==> config.mk <==
export PLATFORM = sky130hd
export DESIGN_NAME = reg_dump_ctrl_flat
export DESIGN_NICKNAME = d
export VERILOG_FILES = /design/src/rtl/reg_dump_pkg.sv /design/src/rtl/reg_dump_ctrl_if.sv /design/src/rtl/reg_dump_ctrl.sv /design/src/flat_wrapper.sv
export SDC_FILE = /design/constraint.sdc
export NUM_CORES = 1
export LEC_CHECK = 0
export CORE_MARGIN = 2
export CORE_UTILIZATION = 25
export CTS_CLUSTER_SIZE = 14
export DETAILED_ROUTE_END_ITERATION = 8
export GPL_ROUTABILITY_DRIVEN = 0
export GPL_TIMING_DRIVEN = 0
export PLACE_DENSITY = 0.5
export SYNTH_ARGS = -nofsm -noshare
export SYNTH_HDL_FRONTEND = slang
export SYNTH_SLANG_ARGS = --single-unit
==> constraint.sdc <==
create_clock -name clk -period 4.1 [get_ports clk]
set_input_delay 0.82 -clock clk [delete_from_list [all_inputs] [get_ports clk]]
set_output_delay 0.82 -clock clk [all_outputs]
set_load 0.005 [all_outputs]
==> src/rtl/reg_dump_pkg.sv <==
// Shared types and constants for the register-file dump/load controller.
package reg_dump_pkg;

   localparam int   REG_ADDR_W = 5;
   localparam int   DATA_W     = 32;
   localparam logic MODE_DUMP  = 1'b0;
   localparam logic MODE_LOAD  = 1'b1;

   typedef enum logic [2:0] {
      IDLE,
      RD_ISSUE,
      RD_CAP,
      RD_OUT,
      LD_ACC,
      LD_WR,
      DONE
   } state_t;

endpackage

==> src/rtl/reg_dump_ctrl_if.sv <==
// Control, register-file and stream signals of reg_dump_ctrl.
interface reg_dump_ctrl_if;
   import reg_dump_pkg::*;

   logic                  start;
   logic                  mode;
   logic                  busy;
   logic                  done;
   logic [REG_ADDR_W-1:0] ReadAddr;
   logic [DATA_W-1:0]     ReadData;
   logic                  RegWrite;
   logic [REG_ADDR_W-1:0] WriteAddr;
   logic [DATA_W-1:0]     WriteData;
   logic                  dout_valid;
   logic                  dout_ready;
   logic [REG_ADDR_W-1:0] dout_addr;
   logic [DATA_W-1:0]     dout_data;
   logic                  din_valid;
   logic                  din_ready;
   logic [DATA_W-1:0]     din_data;

   modport slave (
      input  start, mode, ReadData,
      input  dout_ready, din_valid, din_data,
      output busy, done, ReadAddr,
      output RegWrite, WriteAddr, WriteData,
      output dout_valid, dout_addr, dout_data,
      output din_ready
   );

   modport master (
      output start, mode, ReadData,
      output dout_ready, din_valid, din_data,
      input  busy, done, ReadAddr,
      input  RegWrite, WriteAddr, WriteData,
      input  dout_valid, dout_addr, dout_data,
      input  din_ready
   );

endinterface

==> src/rtl/reg_dump_ctrl.sv <==
// Streams registers FIRST_REG..LAST_REG out of (dump) or into (load)
// an external register file; every output is a flop.
module reg_dump_ctrl
   import reg_dump_pkg::*;
#(
   parameter int FIRST_REG = 1,
   parameter int LAST_REG  = 31
) (
   input logic           clk,
   input logic           rst,
   reg_dump_ctrl_if.slave bus
);

   localparam logic [REG_ADDR_W-1:0] IDX_FIRST = REG_ADDR_W'(FIRST_REG);
   localparam logic [REG_ADDR_W-1:0] IDX_LAST  = REG_ADDR_W'(LAST_REG);

   state_t                r_state, w_state_nxt;
   logic [REG_ADDR_W-1:0] r_idx, w_idx_nxt;
   logic                  w_last;
   logic                  w_ld_acc;

   logic                  r_busy, w_busy;
   logic                  r_done, w_done;
   logic                  r_reg_write, w_reg_write;
   logic                  r_dout_valid, w_dout_valid;
   logic                  r_din_ready, w_din_ready;
   logic [REG_ADDR_W-1:0] r_read_addr, w_read_addr;
   logic [REG_ADDR_W-1:0] r_write_addr, w_write_addr;
   logic [REG_ADDR_W-1:0] r_dout_addr, w_dout_addr;
   logic [DATA_W-1:0]     r_write_data, w_write_data;
   logic [DATA_W-1:0]     r_dout_data, w_dout_data;

   assign w_last   = (r_idx == IDX_LAST);
   assign w_ld_acc = (r_state == LD_ACC) && bus.din_valid;

   always_ff @(posedge clk or posedge rst) begin
      if (rst) begin
         r_state <= IDLE;
         r_idx   <= '0;
      end else begin
         r_state <= w_state_nxt;
         r_idx   <= w_idx_nxt;
      end
   end

   always_comb begin
      w_state_nxt = r_state;
      w_idx_nxt   = r_idx;
      unique case (r_state)
         IDLE: begin
            if (bus.start) begin
               w_idx_nxt = IDX_FIRST;
               unique case (bus.mode)
                  MODE_DUMP: w_state_nxt = RD_ISSUE;
                  MODE_LOAD: w_state_nxt = LD_ACC;
                  default:   w_state_nxt = IDLE;
               endcase
            end
         end
         RD_ISSUE: w_state_nxt = RD_CAP;
         RD_CAP:   w_state_nxt = RD_OUT;
         RD_OUT: begin
            if (bus.dout_ready) begin
               if (w_last) begin
                  w_state_nxt = DONE;
               end else begin
                  w_idx_nxt   = r_idx + 1'b1;
                  w_state_nxt = RD_ISSUE;
               end
            end
         end
         LD_ACC: begin
            if (bus.din_valid) w_state_nxt = LD_WR;
         end
         LD_WR: begin
            if (w_last) begin
               w_state_nxt = DONE;
            end else begin
               w_idx_nxt   = r_idx + 1'b1;
               w_state_nxt = LD_ACC;
            end
         end
         DONE:    w_state_nxt = IDLE;
         default: w_state_nxt = IDLE;
      endcase
   end

   // Outputs are decoded from the next state and registered,
   // so each one is valid for exactly the cycles of its state.
   always_comb begin
      w_busy       = (w_state_nxt != IDLE);
      w_done       = (w_state_nxt == DONE);
      w_reg_write  = (w_state_nxt == LD_WR);
      w_din_ready  = (w_state_nxt == LD_ACC);
      w_dout_valid = (w_state_nxt == RD_OUT);
      w_read_addr  = '0;
      if (w_state_nxt inside {RD_ISSUE, RD_CAP, RD_OUT})
         w_read_addr = w_idx_nxt;
      w_write_addr = r_write_addr;
      w_write_data = r_write_data;
      if (w_ld_acc) begin
         w_write_addr = r_idx;
         w_write_data = bus.din_data;
      end
      w_dout_addr = r_dout_addr;
      w_dout_data = r_dout_data;
      if (r_state == RD_CAP) begin
         w_dout_addr = r_idx;
         w_dout_data = bus.ReadData;
      end
   end

   always_ff @(posedge clk or posedge rst) begin
      if (rst) begin
         r_busy       <= 1'b0;
         r_done       <= 1'b0;
         r_reg_write  <= 1'b0;
         r_din_ready  <= 1'b0;
         r_dout_valid <= 1'b0;
         r_read_addr  <= '0;
         r_write_addr <= '0;
         r_write_data <= '0;
         r_dout_addr  <= '0;
         r_dout_data  <= '0;
      end else begin
         r_busy       <= w_busy;
         r_done       <= w_done;
         r_reg_write  <= w_reg_write;
         r_din_ready  <= w_din_ready;
         r_dout_valid <= w_dout_valid;
         r_read_addr  <= w_read_addr;
         r_write_addr <= w_write_addr;
         r_write_data <= w_write_data;
         r_dout_addr  <= w_dout_addr;
         r_dout_data  <= w_dout_data;
      end
   end

   assign bus.busy       = r_busy;
   assign bus.done       = r_done;
   assign bus.RegWrite   = r_reg_write;
   assign bus.din_ready  = r_din_ready;
   assign bus.dout_valid = r_dout_valid;
   assign bus.ReadAddr   = r_read_addr;
   assign bus.WriteAddr  = r_write_addr;
   assign bus.WriteData  = r_write_data;
   assign bus.dout_addr  = r_dout_addr;
   assign bus.dout_data  = r_dout_data;

endmodule

==> src/flat_wrapper.sv <==
// flat-port wrapper written by rule: the top's interface ports become plain ports
module reg_dump_ctrl_flat import reg_dump_pkg::*;
#(
   parameter int FIRST_REG = 1,
   parameter int LAST_REG  = 31
)
  (clk, rst, bus_start, bus_mode, bus_ReadData, bus_dout_ready, bus_din_valid, bus_din_data, bus_busy, bus_done, bus_ReadAddr, bus_RegWrite, bus_WriteAddr, bus_WriteData, bus_dout_valid, bus_dout_addr, bus_dout_data, bus_din_ready);
  reg_dump_ctrl_if bus_i ();
  input logic clk;
  input logic rst;
  input wire logic [$bits(bus_i.start)-1:0] bus_start;
  input wire logic [$bits(bus_i.mode)-1:0] bus_mode;
  input wire logic [$bits(bus_i.ReadData)-1:0] bus_ReadData;
  input wire logic [$bits(bus_i.dout_ready)-1:0] bus_dout_ready;
  input wire logic [$bits(bus_i.din_valid)-1:0] bus_din_valid;
  input wire logic [$bits(bus_i.din_data)-1:0] bus_din_data;
  output wire logic [$bits(bus_i.busy)-1:0] bus_busy;
  output wire logic [$bits(bus_i.done)-1:0] bus_done;
  output wire logic [$bits(bus_i.ReadAddr)-1:0] bus_ReadAddr;
  output wire logic [$bits(bus_i.RegWrite)-1:0] bus_RegWrite;
  output wire logic [$bits(bus_i.WriteAddr)-1:0] bus_WriteAddr;
  output wire logic [$bits(bus_i.WriteData)-1:0] bus_WriteData;
  output wire logic [$bits(bus_i.dout_valid)-1:0] bus_dout_valid;
  output wire logic [$bits(bus_i.dout_addr)-1:0] bus_dout_addr;
  output wire logic [$bits(bus_i.dout_data)-1:0] bus_dout_data;
  output wire logic [$bits(bus_i.din_ready)-1:0] bus_din_ready;
  assign bus_i.start = bus_start;
  assign bus_i.mode = bus_mode;
  assign bus_i.ReadData = bus_ReadData;
  assign bus_i.dout_ready = bus_dout_ready;
  assign bus_i.din_valid = bus_din_valid;
  assign bus_i.din_data = bus_din_data;
  assign bus_busy = bus_i.busy;
  assign bus_done = bus_i.done;
  assign bus_ReadAddr = bus_i.ReadAddr;
  assign bus_RegWrite = bus_i.RegWrite;
  assign bus_WriteAddr = bus_i.WriteAddr;
  assign bus_WriteData = bus_i.WriteData;
  assign bus_dout_valid = bus_i.dout_valid;
  assign bus_dout_addr = bus_i.dout_addr;
  assign bus_dout_data = bus_i.dout_data;
  assign bus_din_ready = bus_i.din_ready;
  reg_dump_ctrl #(.FIRST_REG(FIRST_REG), .LAST_REG(LAST_REG)) u_core (.clk(clk), .rst(rst), .bus(bus_i));
endmodule
==> results by group, run 1 <==
Worst setup path
  – Startpoint Class: input pin
  – Critical setup path kind: input pin to flop
  – Reg2Reg Setup Slack: 2.23 ns
  – FF-to-FF Start: u_core.r_idx[0]
  – FF-to-FF path depth: 6
  – Crit-path max FO: 5
  – CP Data Arrival Time: 2.38 ns
  – Reg2reg end: u_core.bus.ReadAddr[3]
  – CP Data Required Time: 4.34 ns
  – CP Capture Type: flop

Pwr
  – Combinational power share: 42.5%
  – Int Power: 2850 uW
  – Clock share of power: 18.7%
  – Sequential share of power: 38.8%
  – Psw: 1120 uW
  – Final Total Pwr: 3980 uW
  – Peak VDD IR: 0.329 mV
  – Power density over the cells: 700 nW/um^2
  – Switching part of the total power: 28.3%
  – Leakage: 0.00241 uW

Finish
  – N_diodes: 0
  – Final nets: 480
  – Fin area: 5680 sq um
  – Area grow syn2layout: 56.4%
  – FILL cells: 1363
  – Register area: 2300 sq um
  – Multi-input gate area: 1240 sq um
  – Share of layout cells above drive strength 1: 23.2%
  – Finished Layout Cells: 597

Global route
  – GR Util met3: 5.50%
  – First-pass GRT wire length: 14400 um
  – Global routing's busiest layer: met2
  – Largest net degree at the start of global routing: 54
  – Routing usage on met1: 15.1%
  – Initial antenna violation count: 0
  – Vias in the first global route: 2705
  – GR Layer Usage met2: 18.2%
  – GRT Total Usage: 11.8%
  – GRT Residual Overflow: 0

Drt
  – Vias: 2537
  – Via density: 4.25
  – DR WL/cell: 14.5 um
  – Iter 0 DRT Violations: 77
  – Final ANT Viol Nets: 0
  – Detailed Routing Iterations Pass 1: 4
  – WL final: 8660 um
  – DRC: 0

Synthesis
  – Seq/Total Area, Yosys: 63.3%
  – Unique masters post-synth: 41
  – Seq cells post-synth: 92
  – Synth area leaders: dfrtp_1 63%, mux2_2 19%, mux2_1 3.7%
  – Cell Area, Synth: 3630 sq um
  – Cells after synthesis: 244
  – Top_reg_cell synth: dfrtp_1
  – Largest family of logic cells by synthesized area: multiplexers
  – Xor-xnor portion of the synthesized cell area: 0.241%
  – Async set or reset register ratio after synthesis: 100%
  – Yosys top cell area share: 63.3%
  – Syn_nets: 315
  – Post-synth top area cell: dfrtp_1
  – Commonest cells post-synth: 92 x dfrtp_1, 62 x mux2_2, 12 x mux2_1
  – Avg Inst Size Synth: 14.9 sq um
  – Warnings, synthesis: 0
  – Leading cell type by number of instances after synthesis: dfrtp_1
  – Simple-Gate Fraction of Synth Area: 5.82%
  – Post-synthesis adder-cell area fraction: 0.344%
  – Multiplexer share of the synthesized area: 23.2%
  – Synth Area in Compound Gates: 4.54%
  – Post-synth EDFFs: 0

Placed design
  – PortBufs: 153
  – Inst Count DP: 582
  – Place WS: 1.59 ns
  – DPL Wire Length: 6340 um
  – Dpl cell area: 5430 sq um

Clock network
  – CTS root buffer: clkbuf_16
  – Clock Sinks: 92
  – Clock tree from TritonCTS: yes
  – CTS Buf Count: 9
  – Worst-path clk slew: 0.06 ns
  – Worst-Skew Late Latency: 0.34 ns
  – # Post-CTS Setup Buffers: 0
  – CTS resizes: 0
  – Post-CTS Hold Buffers: 0
  – Htree depth: 3
  – Clock Tree Buf Depth: 2

Die
  – DIE WIDTH: 125 um
  – Initial Utilization: 25.3%
  – # IOs: 154
  – Core Area: 14400 sq um
  – Die ar.: 15500 sq um
  – Die Y: 125 um
  – Rows: 44

STA
  – RSZ-0062 raised after global routing: false
  – Worst-margin pin slew: 0.532 ns
  – Fmax achieved: 467 MHz
  – Worst slew margin: 64.5%
  – Final Cycle Share: 52.2%
  – Fin crit period: 2.14 ns
  – Final hold violation count: 0
  – Final Slew Violations: 0
  – Setup violations, final: 0
  – Fin worst setup slack: 1.96 ns
  – Final Skew: 0.00427 ns

Outcome
  – Outcome: completed

Hold path
  – Hold Crit Depth: 1
  – Worst Hold Class: flop to flop
  – Hold Crit Start: u_core.bus.dout_data[23]
  – Min-Delay Endpoint: u_core.bus.dout_data[23]

Run
  – Max-Cap Viols: 0
placed cells by master, fill, tap and decap left out, drive strengths merged:
cell type,Yosys,final
nor3,3,3
nor2b,5,5
nor2,7,7
buf,10,11
o22ai,1,1
a21oi,5,5
nand2,8,8
o311ai,1,1
and4bb,1,1
o21a,1,1
and2,1,1
o221ai,2,2
clkdlybuf4s50,0,153
nand3b,1,1
dfrtp,92,92
nand4b,1,1
o21ai,5,5
mux2,74,74
a31o,1,1
mux2i,1,1
nand4,2,2
ha,1,1
o211ai,1,1
o21bai,1,1
inv,6,6
o31ai,1,1
nand2b,2,2
nand3,3,3
clkbuf,0,9
clkinvlp,0,1
a22oi,1,1
o22a,1,1
clkinv,0,5
xor2,1,1
a211oi,1,1
and3,2,2
a21o,1,1
power by group through the flow:
stage / sequential (uW) / combinational (uW) / clock (uW)
floorplan: 1580 / 697 / 0
global placement: 1560 / 1710 / 0
detailed placement: 1570 / 1720 / 0
CTS: 1550 / 1730 / 785
global route: 1610 / 1840 / 818
finish: 1540 / 1690 / 744
sequential cells by signal, summed over array words and instances (netlist names), 3 cells and up:
name and count:
u_core.bus.ReadAddr 5, u_core.bus.WriteAddr 5, u_core.bus.WriteData 32, u_core.bus.dout_addr 5
u_core.bus.dout_data 32, u_core.r_idx 5, u_core.r_state 3
critical path, stage by stage:
cell             delay, ns
clkdlybuf4s50_1       0.54
inv_1                 0.07
o311ai_0              0.39
o21a_1                0.23
nand2_2               0.12
nor3_1                0.22
metrics by stage:
stage	setup TNS (ns)	hold slack, ns	utilization (%)
2_1_floorplan	0	0.483	-
3_3_place_gp	-68.27	0.468	37.6
3_5_place_dp	0	0.475	37.8
4_1_cts	0	0.489	39.6
5_1_grt	0	0.506	39.6
6_report	0	0.484	39.6
worst max path at each step:
| stage | from | end | slack, ns | depth (start not counted) |
|---|---|---|---|---|
| after floorplan | rst | u_core.bus.ReadAddr[0] | 0.89 | 1 |
| after global placement | rst | u_core.r_idx[0] | -0.75 | 2 |
| after detailed placement | bus_start | u_core.bus.ReadAddr[3] | 1.59 | 6 |
| after CTS | bus_start | u_core.bus.ReadAddr[3] | 1.90 | 6 |
| after global routing | bus_start | u_core.bus.ReadAddr[3] | 1.86 | 6 |
| final | bus_start | u_core.bus.ReadAddr[3] | 1.96 | 6 |
cell type report:
type                    instances  share of cell area [%]
clock inverters                 6                   0.572
well taps                     184                    4.05
multi-input cells             136                    21.8
flip-flops and latches         92                    40.5
clock buffers                   9                    3.96
repair buffers                154                    27.4
inverters                       6                   0.440
plain buffers                  10                    1.21
logic make-up (layout without fill, tap and decap cells):
kind of cell | count (synthesis) | in the layout
xor gates and xnor gates | 1 | 1
muxes | 75 | 75
AOI/OAI and AO/OA | 23 | 23
adders and majority gates | 1 | 1
DFF | 92 | 92
buffers and inverters | 16 | 185
and+or+nand+nor | 36 | 36
routing by layer:
layer	vias to the layer above	wire length, um
li1	1195	-
met1	1238	3900
met2	95	4020
met3	9	647
met4	0	96
met5	-	0
(Power assumes the default switching activity.)
==> inputs of run 2 (changes only) <==
clock period = 2.1 ns   (was 4.1 ns; I/O delays follow)
==> run 2 against run 1 <==
Effect of this change:
- worst setup slack worse by 1.7 ns
- global-route usage is 0.16 points lower
- sequential power is 96% higher
- via count is 1.7% higher
==> results by group, run 2 (same netlist as run 1, synthesis figures left out) <==
STA
  – Setup violations, final: 0 (unchanged)
  – Final Skew: 0.00525 ns (+0.000978 ns)
  – Fmax achieved: 556 MHz
  – Worst slew margin: 75.9% (+11 points)
  – Final Slew Violations: 0 (unchanged)
  – Final hold violation count: 0 (unchanged)
  – Final Cycle Share: 85.7%
  – Worst-margin pin slew: 0.361 ns (-0.171 ns)
  – Fin crit period: 1.80 ns
  – RSZ-0062 raised after global routing: false

Die
  – DIE WIDTH: 125 um (unchanged)
  – Initial Utilization: 25.3% (unchanged)
  – Core Area: 14400 sq um (unchanged)
  – Die Y: 125 um (unchanged)
  – Die ar.: 15500 sq um (unchanged)
  – Rows: 44 (unchanged)
  – # IOs: 154 (unchanged)

Run
  – Max-Cap Viols: 0 (unchanged)

Clock network
  – Worst-path clk slew: 0.06 ns (about the same)
  – CTS root buffer: clkbuf_16
  – Clock Tree Buf Depth: 2 (unchanged)
  – Htree depth: 3 (unchanged)
  – Clock Sinks: 92 (unchanged)
  – CTS Buf Count: 9 (unchanged)
  – Post-CTS Hold Buffers: 0 (unchanged)
  – Worst-Skew Late Latency: 0.34 ns (about the same)
  – CTS resizes: 0 (unchanged)
  – Clock tree from TritonCTS: yes
  – # Post-CTS Setup Buffers: 0 (unchanged)

Placed design
  – Inst Count DP: 583 (+0.17%)
  – PortBufs: 153 (unchanged)
  – DPL Wire Length: 6490 um (+2.4%)

Worst setup path
  – Startpoint Class: flop
  – CP top delay family: simple AND/OR/NAND/NOR gates
  – CP Cell Sequence: ha_1 > nand4_2 > o21ai_1 > o21a_1 > nand2_2 > nor3_2
  – CP Data Arrival Time: 2.06 ns (-0.32 ns)
  – CP max-delay cell: dfrtp_1
  – CP Data Required Time: 2.36 ns (-1.98 ns)
  – CP Capture Type: flop
  – Critical path's largest stage delay: 0.50 ns (-0.04 ns)
  – Crit-path max FO: 7 (+2)
  – Critical setup path kind: flop to flop
  – Worst path bufs/invs: 0 (-2)

Pwr
  – Final Total Pwr: 7830 uW (+97%)
  – Clock share of power: 19.2% (+0.5 points)
  – Sequential share of power: 38.6% (-0.2 points)
  – Peak VDD IR: 0.520 mV (+58%)
  – Psw: 2170 uW (+93%)
  – Leakage: 0.00241 uW (about the same)
  – Switching part of the total power: 27.8% (-0.49 points)
  – Int Power: 5650 uW (+98%)
  – Power density over the cells: 1370 nW/um^2 (+96%)
  – Combinational power share: 42.2% (-0.3 points)

Drt
  – Iter 0 DRT Violations: 71 (-7.8%)
  – WL final: 8680 um (+0.17%)
  – Via density: 4.32 (+1.6%)
  – DRC: 0 (unchanged)
  – Detailed Routing Iterations Pass 1: 4 (unchanged)
  – Final ANT Viol Nets: 0 (unchanged)
  – Vias: 2581 (+1.7%)
  – DR WL/cell: 14.5 um (about the same)

Finish
  – Area grow syn2layout: 57.1%
  – Most common cell after layout, fill and taps aside: clkdlybuf4s50_1
  – Most frequent cells in the layout: 153 x clkdlybuf4s50_1, 92 x dfrtp_1, 62 x mux2_2
  – N_diodes: 0 (unchanged)
  – Finished Layout Cells: 598 (+0.17%)
  – Final nets: 481 (+0.21%)
  – FILL cells: 1381 (+1.3%)
  – Share of layout cells above drive strength 1: 22.7% (-0.54 points)

Global route
  – Initial antenna violation count: 0 (unchanged)
  – First-pass GRT wire length: 14300 um (-0.87%)
  – GRT Total Usage: 11.7% (-0.16 points)
  – GRT Residual Overflow: 0 (unchanged)
  – Vias in the first global route: 2689 (-0.59%)
  – Largest net degree at the start of global routing: 42 (-22%)

Hold path
  – Worst Hold Class: input pin to asynchronous set/reset pin

Outcome
  – Outcome: completed
[run 2: cell types whose count changed in the layout (fill, tap and decap cells not counted)]
| cell | change |
|---|---|
| buf_12 | +2 |
| buf_16 | -1 |
| clkbuf_1 | +3 |
| clkbuf_8 | +2 |
| clkinv_2 | -5 |
| clkinvlp_4 | +1 |
| inv_4 | -1 |
[run 2: metrics by stage]
step / TNS (ns) / hold WS [ns] / setup WS [ns] / area (sq um) / utilization, %
6_report: 0 / 0.414 / 0.301 / 5710 / 39.8
5_1_grt: 0 / 0.426 / 0.0952 / 5710 / 39.8
4_1_cts: 0 / 0.408 / 0.290 / 5710 / 39.8
3_5_place_dp: 0 / 0.474 / 0.0317 / 5440 / 37.9
3_3_place_gp: -42.14 / 0.468 / -0.465 / 5400 / 37.6
2_1_floorplan: 0 / 0.483 / 0.602 / 3640 / -
[run 2: layout make-up]
type | count | area, sq um | share of cell area, %
Clock buffer | 14 | 264 | 4.62
Inverter | 6 | 26.3 | 0.460
Tap cell | 184 | 230 | 4.03
Clock inverter | 1 | 7.51 | 0.131
Sequential cell | 92 | 2300 | 40.3
Buffer | 10 | 68.8 | 1.20
Multi-Input combinational cell | 136 | 1240 | 21.7
Timing Repair Buffer | 155 | 1570 | 27.5
[run 2: power by group through the flow]
stage	combinational, uW	sequential [uW]	clock [uW]
6_report	3300	3020	1500
5_1_grt	3580	3150	1660
4_1_cts	3370	3040	1570
3_5_place_dp	3360	3070	0
3_3_place_gp	3330	3030	0
2_1_floorplan	1360	3080	0
[run 2: routing by layer]
metal	vias to the layer above	global-route usage (%)	routed length (um)
li1	1200	-	-
met1	1254	15.2	3950
met5	-	0	0
met3	17	3.57	598
met4	0	5.16	165
met2	110	17.9	3960
[run 2: worst register-to-register path, delay by kind of cell, from the launching register on]
kind                     cells  cell delay [ns]
AND/OR/NAND/NOR              3             0.53
AO/OA/AOI/OAI                2             0.41
adder cells (fa/ha/maj)      1             0.29
flip-flops                   1             0.50
[run 2: final timing paths]
| kind | start | endpoint | slack, ns | cells past startpoint |
|---|---|---|---|---|
| hold / removal | rst | u_core.bus.dout_data[2] | 0.41 | 2 |
| min in group clk | u_core.bus.WriteData[9] | u_core.bus.WriteData[9] | 0.48 | 1 |
| max in group asynchronous | rst | u_core.r_idx[2] | 1.17 | 3 |
| setup reg to reg | u_core.r_idx[0] | u_core.bus.ReadAddr[2] | 0.30 | 6 |
| hold reg to reg | u_core.bus.WriteData[9] | u_core.bus.WriteData[9] | 0.48 | 1 |
| setup / recovery | u_core.r_idx[0] | u_core.bus.ReadAddr[2] | 0.30 | 6 |
